<file path="config.mk">
export PLATFORM = sky130hd
export DESIGN_NAME = output_unit
export DESIGN_NICKNAME = d
export VERILOG_FILES = /design/src/rtl/output_unit.sv
export SDC_FILE = /design/constraint.sdc
export NUM_CORES = 1
export LEC_CHECK = 0
export ABC_AREA = 1
export CORE_AREA = 2 2 83 85
export DETAILED_ROUTE_END_ITERATION = 10
export DIE_AREA = 0 0 85 87
export HOLD_SLACK_MARGIN = 0.08
export PLACE_DENSITY_LB_ADDON = 0.2
export SLEW_MARGIN = 25
export SYNTH_ARGS = -nofsm -noshare
export SYNTH_HDL_FRONTEND = slang
export SYNTH_SLANG_ARGS = --single-unit
</file>
<file path="constraint.sdc">
create_clock -name clk -period 2.85 [get_ports clk]
set_input_delay 0.285 -clock clk [delete_from_list [all_inputs] [get_ports clk]]
set_output_delay 0.285 -clock clk [all_outputs]
set_load 0.03 [all_outputs]
</file>
<file path="src/rtl/output_unit.sv">
// rtl/output_unit.sv - router output unit: downstream credit tracking, link flit register, protocol error detection
//
// Ports:
//   clk, rst            clock; asynchronous active-low reset
//   credit_decre        switch-allocation grant to this port (consumes one credit)
//   credit_inc          credit return pulse from the downstream input unit
//   credit_avail        at least one credit free and unit ACTIVE (to switch arbiter)
//   st_valid, st_data   crossbar flit for this port
//   out_data_valid,
//   out_data            registered link flit
//   err_clr             leaves ERROR and restores the credit/inflight counters
//   err_flag            bit0 credit underflow, bit1 credit overflow or orphan flit
//   stat_flits,
//   stat_stalls         statistics counters; live only when OUTPUT_UNIT_STATS_EN is defined
//
// Optional feature macro: OUTPUT_UNIT_STATS_EN

module output_unit #(
  parameter int BIT_WIDTH    = 32,
  parameter int CREDIT_DEPTH = 8,
  parameter int CREDIT_WIDTH = 4
) (
  input  logic                 clk,
  input  logic                 rst,
  input  logic                 credit_decre,
  input  logic                 credit_inc,
  output logic                 credit_avail,
  input  logic                 st_valid,
  input  logic [BIT_WIDTH-1:0] st_data,
  output logic                 out_data_valid,
  output logic [BIT_WIDTH-1:0] out_data,
  input  logic                 err_clr,
  output logic [1:0]           err_flag,
  output logic [31:0]          stat_flits,
  output logic [31:0]          stat_stalls
);

  typedef enum logic [1:0] {
    S_INIT   = 2'd0,
    S_ACTIVE = 2'd1,
    S_ERROR  = 2'd2
  } state_t;

  localparam logic [CREDIT_WIDTH-1:0] CNT_MAX  = CREDIT_WIDTH'(CREDIT_DEPTH);
  localparam logic [CREDIT_WIDTH-1:0] CNT_ZERO = '0;
  localparam logic [CREDIT_WIDTH-1:0] CNT_ONE  = CREDIT_WIDTH'(1);

  state_t                  state;
  logic [CREDIT_WIDTH-1:0] credit_cnt;
  logic [CREDIT_WIDTH-1:0] inflight;

  logic                    underflow;
  logic                    overflow;
  logic                    orphan;
  logic [CREDIT_WIDTH-1:0] credit_cnt_next;
  logic [CREDIT_WIDTH-1:0] inflight_next;

  assign underflow = credit_decre && !credit_inc && (credit_cnt == CNT_ZERO);
  assign overflow  = credit_inc && !credit_decre && (credit_cnt == CNT_MAX);
  assign orphan    = st_valid && !credit_decre && (inflight == CNT_ZERO);

  // Saturating next values; the error cases above are exactly the held-at-limit cases.
  always_comb begin
    credit_cnt_next = credit_cnt;
    if (credit_decre && !credit_inc && credit_cnt != CNT_ZERO)
      credit_cnt_next = credit_cnt - CNT_ONE;
    else if (credit_inc && !credit_decre && credit_cnt != CNT_MAX)
      credit_cnt_next = credit_cnt + CNT_ONE;
  end

  always_comb begin
    inflight_next = inflight;
    if (credit_decre && !st_valid && inflight != CNT_MAX)
      inflight_next = inflight + CNT_ONE;
    else if (st_valid && !credit_decre && inflight != CNT_ZERO)
      inflight_next = inflight - CNT_ONE;
  end

  // Pure decode of registered state: a credit returned at edge t is visible to SA in cycle t+1.
  assign credit_avail = (state == S_ACTIVE) && (credit_cnt != CNT_ZERO);

  always_ff @(posedge clk or negedge rst) begin
    if (!rst) begin
      state      <= S_INIT;
      credit_cnt <= CNT_MAX;
      inflight   <= CNT_ZERO;
      err_flag   <= 2'b00;
    end else begin
      case (state)
        S_INIT: begin
          state <= S_ACTIVE;
        end
        S_ACTIVE: begin
          credit_cnt <= credit_cnt_next;
          inflight   <= inflight_next;
          if (underflow || overflow || orphan) begin
            state    <= S_ERROR;
            err_flag <= {overflow || orphan, underflow};
          end
        end
        S_ERROR: begin
          if (err_clr) begin
            state      <= S_ACTIVE;
            credit_cnt <= CNT_MAX;
            inflight   <= CNT_ZERO;
            err_flag   <= 2'b00;
          end else begin
            credit_cnt <= credit_cnt_next;
            inflight   <= inflight_next;
            err_flag   <= err_flag | {overflow || orphan, underflow};
          end
        end
        default: begin
          state <= S_INIT;
        end
      endcase
    end
  end

  // Link register keeps forwarding in ERROR so a flit already granted is not lost.
  always_ff @(posedge clk or negedge rst) begin
    if (!rst) begin
      out_data_valid <= 1'b0;
      out_data       <= '0;
    end else begin
      out_data_valid <= st_valid && (state != S_INIT);
      if (st_valid && state != S_INIT)
        out_data <= st_data;
    end
  end

`ifdef OUTPUT_UNIT_STATS_EN
  always_ff @(posedge clk or negedge rst) begin
    if (!rst) begin
      stat_flits  <= 32'd0;
      stat_stalls <= 32'd0;
    end else begin
      if (out_data_valid && stat_flits != 32'hFFFF_FFFF)
        stat_flits <= stat_flits + 32'd1;
      if (state == S_ACTIVE && credit_cnt == CNT_ZERO && stat_stalls != 32'hFFFF_FFFF)
        stat_stalls <= stat_stalls + 32'd1;
    end
  end
`else
  assign stat_flits  = 32'd0;
  assign stat_stalls = 32'd0;
`endif

endmodule

</file>
==> impl_metrics.csv <==
group,metric,value,unit
run_status,outcome,"complete, no violations",
clock_tree,cts_tree,"yes",
global_routing,grtUsageMet3,4.17,%
timing,clock_skew,2.70,ps
clock_tree,hold_buffers,1,
clock_tree,post_cts_resized,0,
clock_tree,path_clk_slew,80,ps
final_layout,nets,465,
final_layout,diodes,0,
global_routing,antenna_found_initial,0,
synthesis,syn-cell-area,2700,um^2
power_and_ir_drop,totalPowerFinal,3.65,mW
floorplan,dieWidth,85,um
final_layout,fillers,635,
timing,fin_crit,2180,ps
drt,dr.pass1.iters,4,
synthesis,ys_seq_area_share,41.8,%
drt,wl_per_cell,10.4,um
clock_tree,clock_path_buffers,2,
timing,hold_slack,470,ps
global_routing,overflow,0,
timing,tns,0,ps
drt,drtAntennaViolNets,0,
final_layout,fin_area,3390,um^2
final_layout,regArea,1130,um^2
placed_design,dp_hpwl,4000,um
power_and_ir_drop,powerDensity,1080,nW/um^2
floorplan,coreArea,6570,um^2
power_and_ir_drop,peakVddDrop,0.000427,V
drt,via_per_inst,4.18,
drt,drt-total-wl,5160,um
setup_path,worstPathCellList,"inv_1 -> ha_1 -> nand2_1 -> nor2_2 -> nor2_1 -> clkdlybuf4s50_1",
floorplan,start_util,41.1,%
setup_path,cpPeakStageDelay,670,ps
global_routing,grtUsageTotal,14.2,%
floorplan,ios,138,
timing,max_freq,459,MHz
synthesis,yosys_warnings,0,
run,maxCapViolCount,0,
clock_tree,post_cts_buffers,0,
placed_design,place_area,3290,um^2
clock_tree,cts_root_buf,"clkbuf_8",
setup_path,crit_fanout,4,
power_and_ir_drop,power_leakage,1.78,nW
final_layout,final_common_cell,"nand2_1",
drt,drc,0,
global_routing,grt_pass1_vias,1801,
global_routing,met1_usage,18.2,%
clock_tree,clk-insertion-delay-late,280,ps
final_layout,final_layout_size_suffix_gt1_share,10.0,%
floorplan,die_area,7400,um^2
synthesis,synth_area_per_cell,7.89,um^2
placed_design,placedCellCount,490,
timing,rsz0062_at_grt,"false",
timing,maxSlewViolCount,0,
drt,vias,2081,
clock_tree,clock_sinks,45,
clock_tree,cts_buffers,5,
setup_path,critPathKind,"reg2out",
floorplan,dieHeight,87,um
setup_path,cp_slowest_cell,"clkdlybuf4s50_1",
synthesis,postSynthCellCount,342,
final_layout,stdcell_count,498,
timing,hold_violations,0,
global_routing,busiest_layer,"met2",
setup_path,cp_top_family,"buffers and inverters",
setup_path,cp-start-kind,"flip-flop",
timing,post-route-period-util,76.4,%
synthesis,synth_cell_type_count,26,
timing,max_slew_margin,60.9,%
placed_design,gp_congestion,0.858,
setup_path,cp_data_arrival_time,1890,ps
setup_path,crit_buf_inv,2,
timing,setup_violations,0,
worst_hold_path,hold_class,"reg2reg",
placed_design,port_buffers,73,
setup_path,crit_required,2570,ps
floorplan,rows,30,
timing,tightest_slew,586,ps
global_routing,grt_start_max_net_pins,33,
clock_tree,h-tree-depth,2,
final_layout,multiInputGateArea,1210,um^2
setup_path,crit_path_end_kind,"output pin",
synthesis,ys_ff_latch,45,
global_routing,grt_pass1_wl,8360,um
drt,first_iter_violations,93,
final_layout,area_growth_syn_to_layout,25.6,%
global_routing,grtUsageMet2,22.9,%
final_layout,mostFrequentLayoutCells,"129 x nand2_1, 72 x clkdlybuf4s50_1, 64 x conb_1",
## per-stage QoR
stage	util (%)	setup WS (ps)
global route	51.6	584
finish	51.6	674
floorplan	-	1370
CTS	51.6	659
global placement	49.6	955
detailed placement	50.0	931
## sequential cells by signal, indices dropped and copies added, names as in the netlist
signal,count
out_data,32
credit_cnt,4
inflight,4
err_flag,2
state,2
out_data_valid,1
## kinds of logic after synthesis
kind of cell             Yosys count  share of synthesized area, %
AND/OR/NAND/NOR                  177                          27.8
buffers and inverters             93                          22.0
flip-flops                        45                          41.8
AO/OA/AOI/OAI                     15                          3.39
adder cells (fa/ha/maj)            9                          4.17
XOR/XNOR                           2                         0.649
other                              1                         0.139
## where the power goes
group	switching (mW)	total [mW]	internal, mW
combinational	1.32	2.11	0.788
sequential	0.202	1.15	0.947
clock	0.205	0.396	0.192
## metal layers
| layer | vias to the layer above | wire (um) |
|---|---|---|
| met5 | - | 0 |
| met4 | 0 | 47 |
| li1 | 1070 | - |
| met3 | 2 | 389 |
| met1 | 929 | 2260 |
| met2 | 80 | 2460 |
## tightest hold or removal path: stages (launching register included)
cell and delay [ps]:
dfrtp_1 350, nand2_1 50, nand2_1 40
## layout make-up
type	instances	share of cell area, %
clock buffers	6	2.44
clock inverters	1	0.222
inverters	23	2.55
multi-input cells	267	35.8
flip-flops and latches	45	33.3
well taps	80	2.96
repair buffers	76	22.8
## final timing paths
path	startpoint	to	slack [ps]	cells past startpoint
worst min-delay path	out_data[24]	out_data[24]	470	2
max in group asynchronous	rst	credit_cnt[3]	1740	3
worst max-delay path	credit_cnt[0]	credit_avail	670	6
worst max register to register	state[0]	credit_cnt[1]	1120	7
min in group asynchronous	rst	out_data[30]	530	2
worst min register to register	out_data[24]	out_data[24]	470	2
## synthesized netlist by cell type
| cell | instances | share of area [%] |
|---|---|---|
| xor2_1 | 2 | 0.65 |
| nand3_1 | 13 | 2.4 |
| nor2_1 | 15 | 2.1 |
| nand2_2 | 8 | 1.9 |
| inv_1 | 13 | 1.8 |
| conb_1 | 1 | 0.14 |
| nand3_2 | 3 | 1.1 |
| nor2_4 | 2 | 0.83 |
| dfrtp_1 | 44 | 41 |
| dfstp_2 | 1 | 0.97 |
| a21oi_1 | 6 | 1.1 |
| buf_2 | 4 | 0.74 |
| nand2_1 | 129 | 18 |
| inv_2 | 10 | 1.4 |
| or2_2 | 2 | 0.46 |
| buf_4 | 64 | 18 |
| o21ai_2 | 1 | 0.32 |
| nand4_1 | 1 | 0.23 |
| o21ai_1 | 3 | 0.56 |
| o211ai_1 | 2 | 0.56 |
| clkbuf_1 | 2 | 0.28 |
| ha_1 | 9 | 4.2 |
| nor2_2 | 3 | 0.70 |
| nor3_1 | 1 | 0.19 |
| o21ai_0 | 1 | 0.19 |
| a21oi_2 | 2 | 0.65 |
No activity file was read; power rests on OpenSTA's default activity.
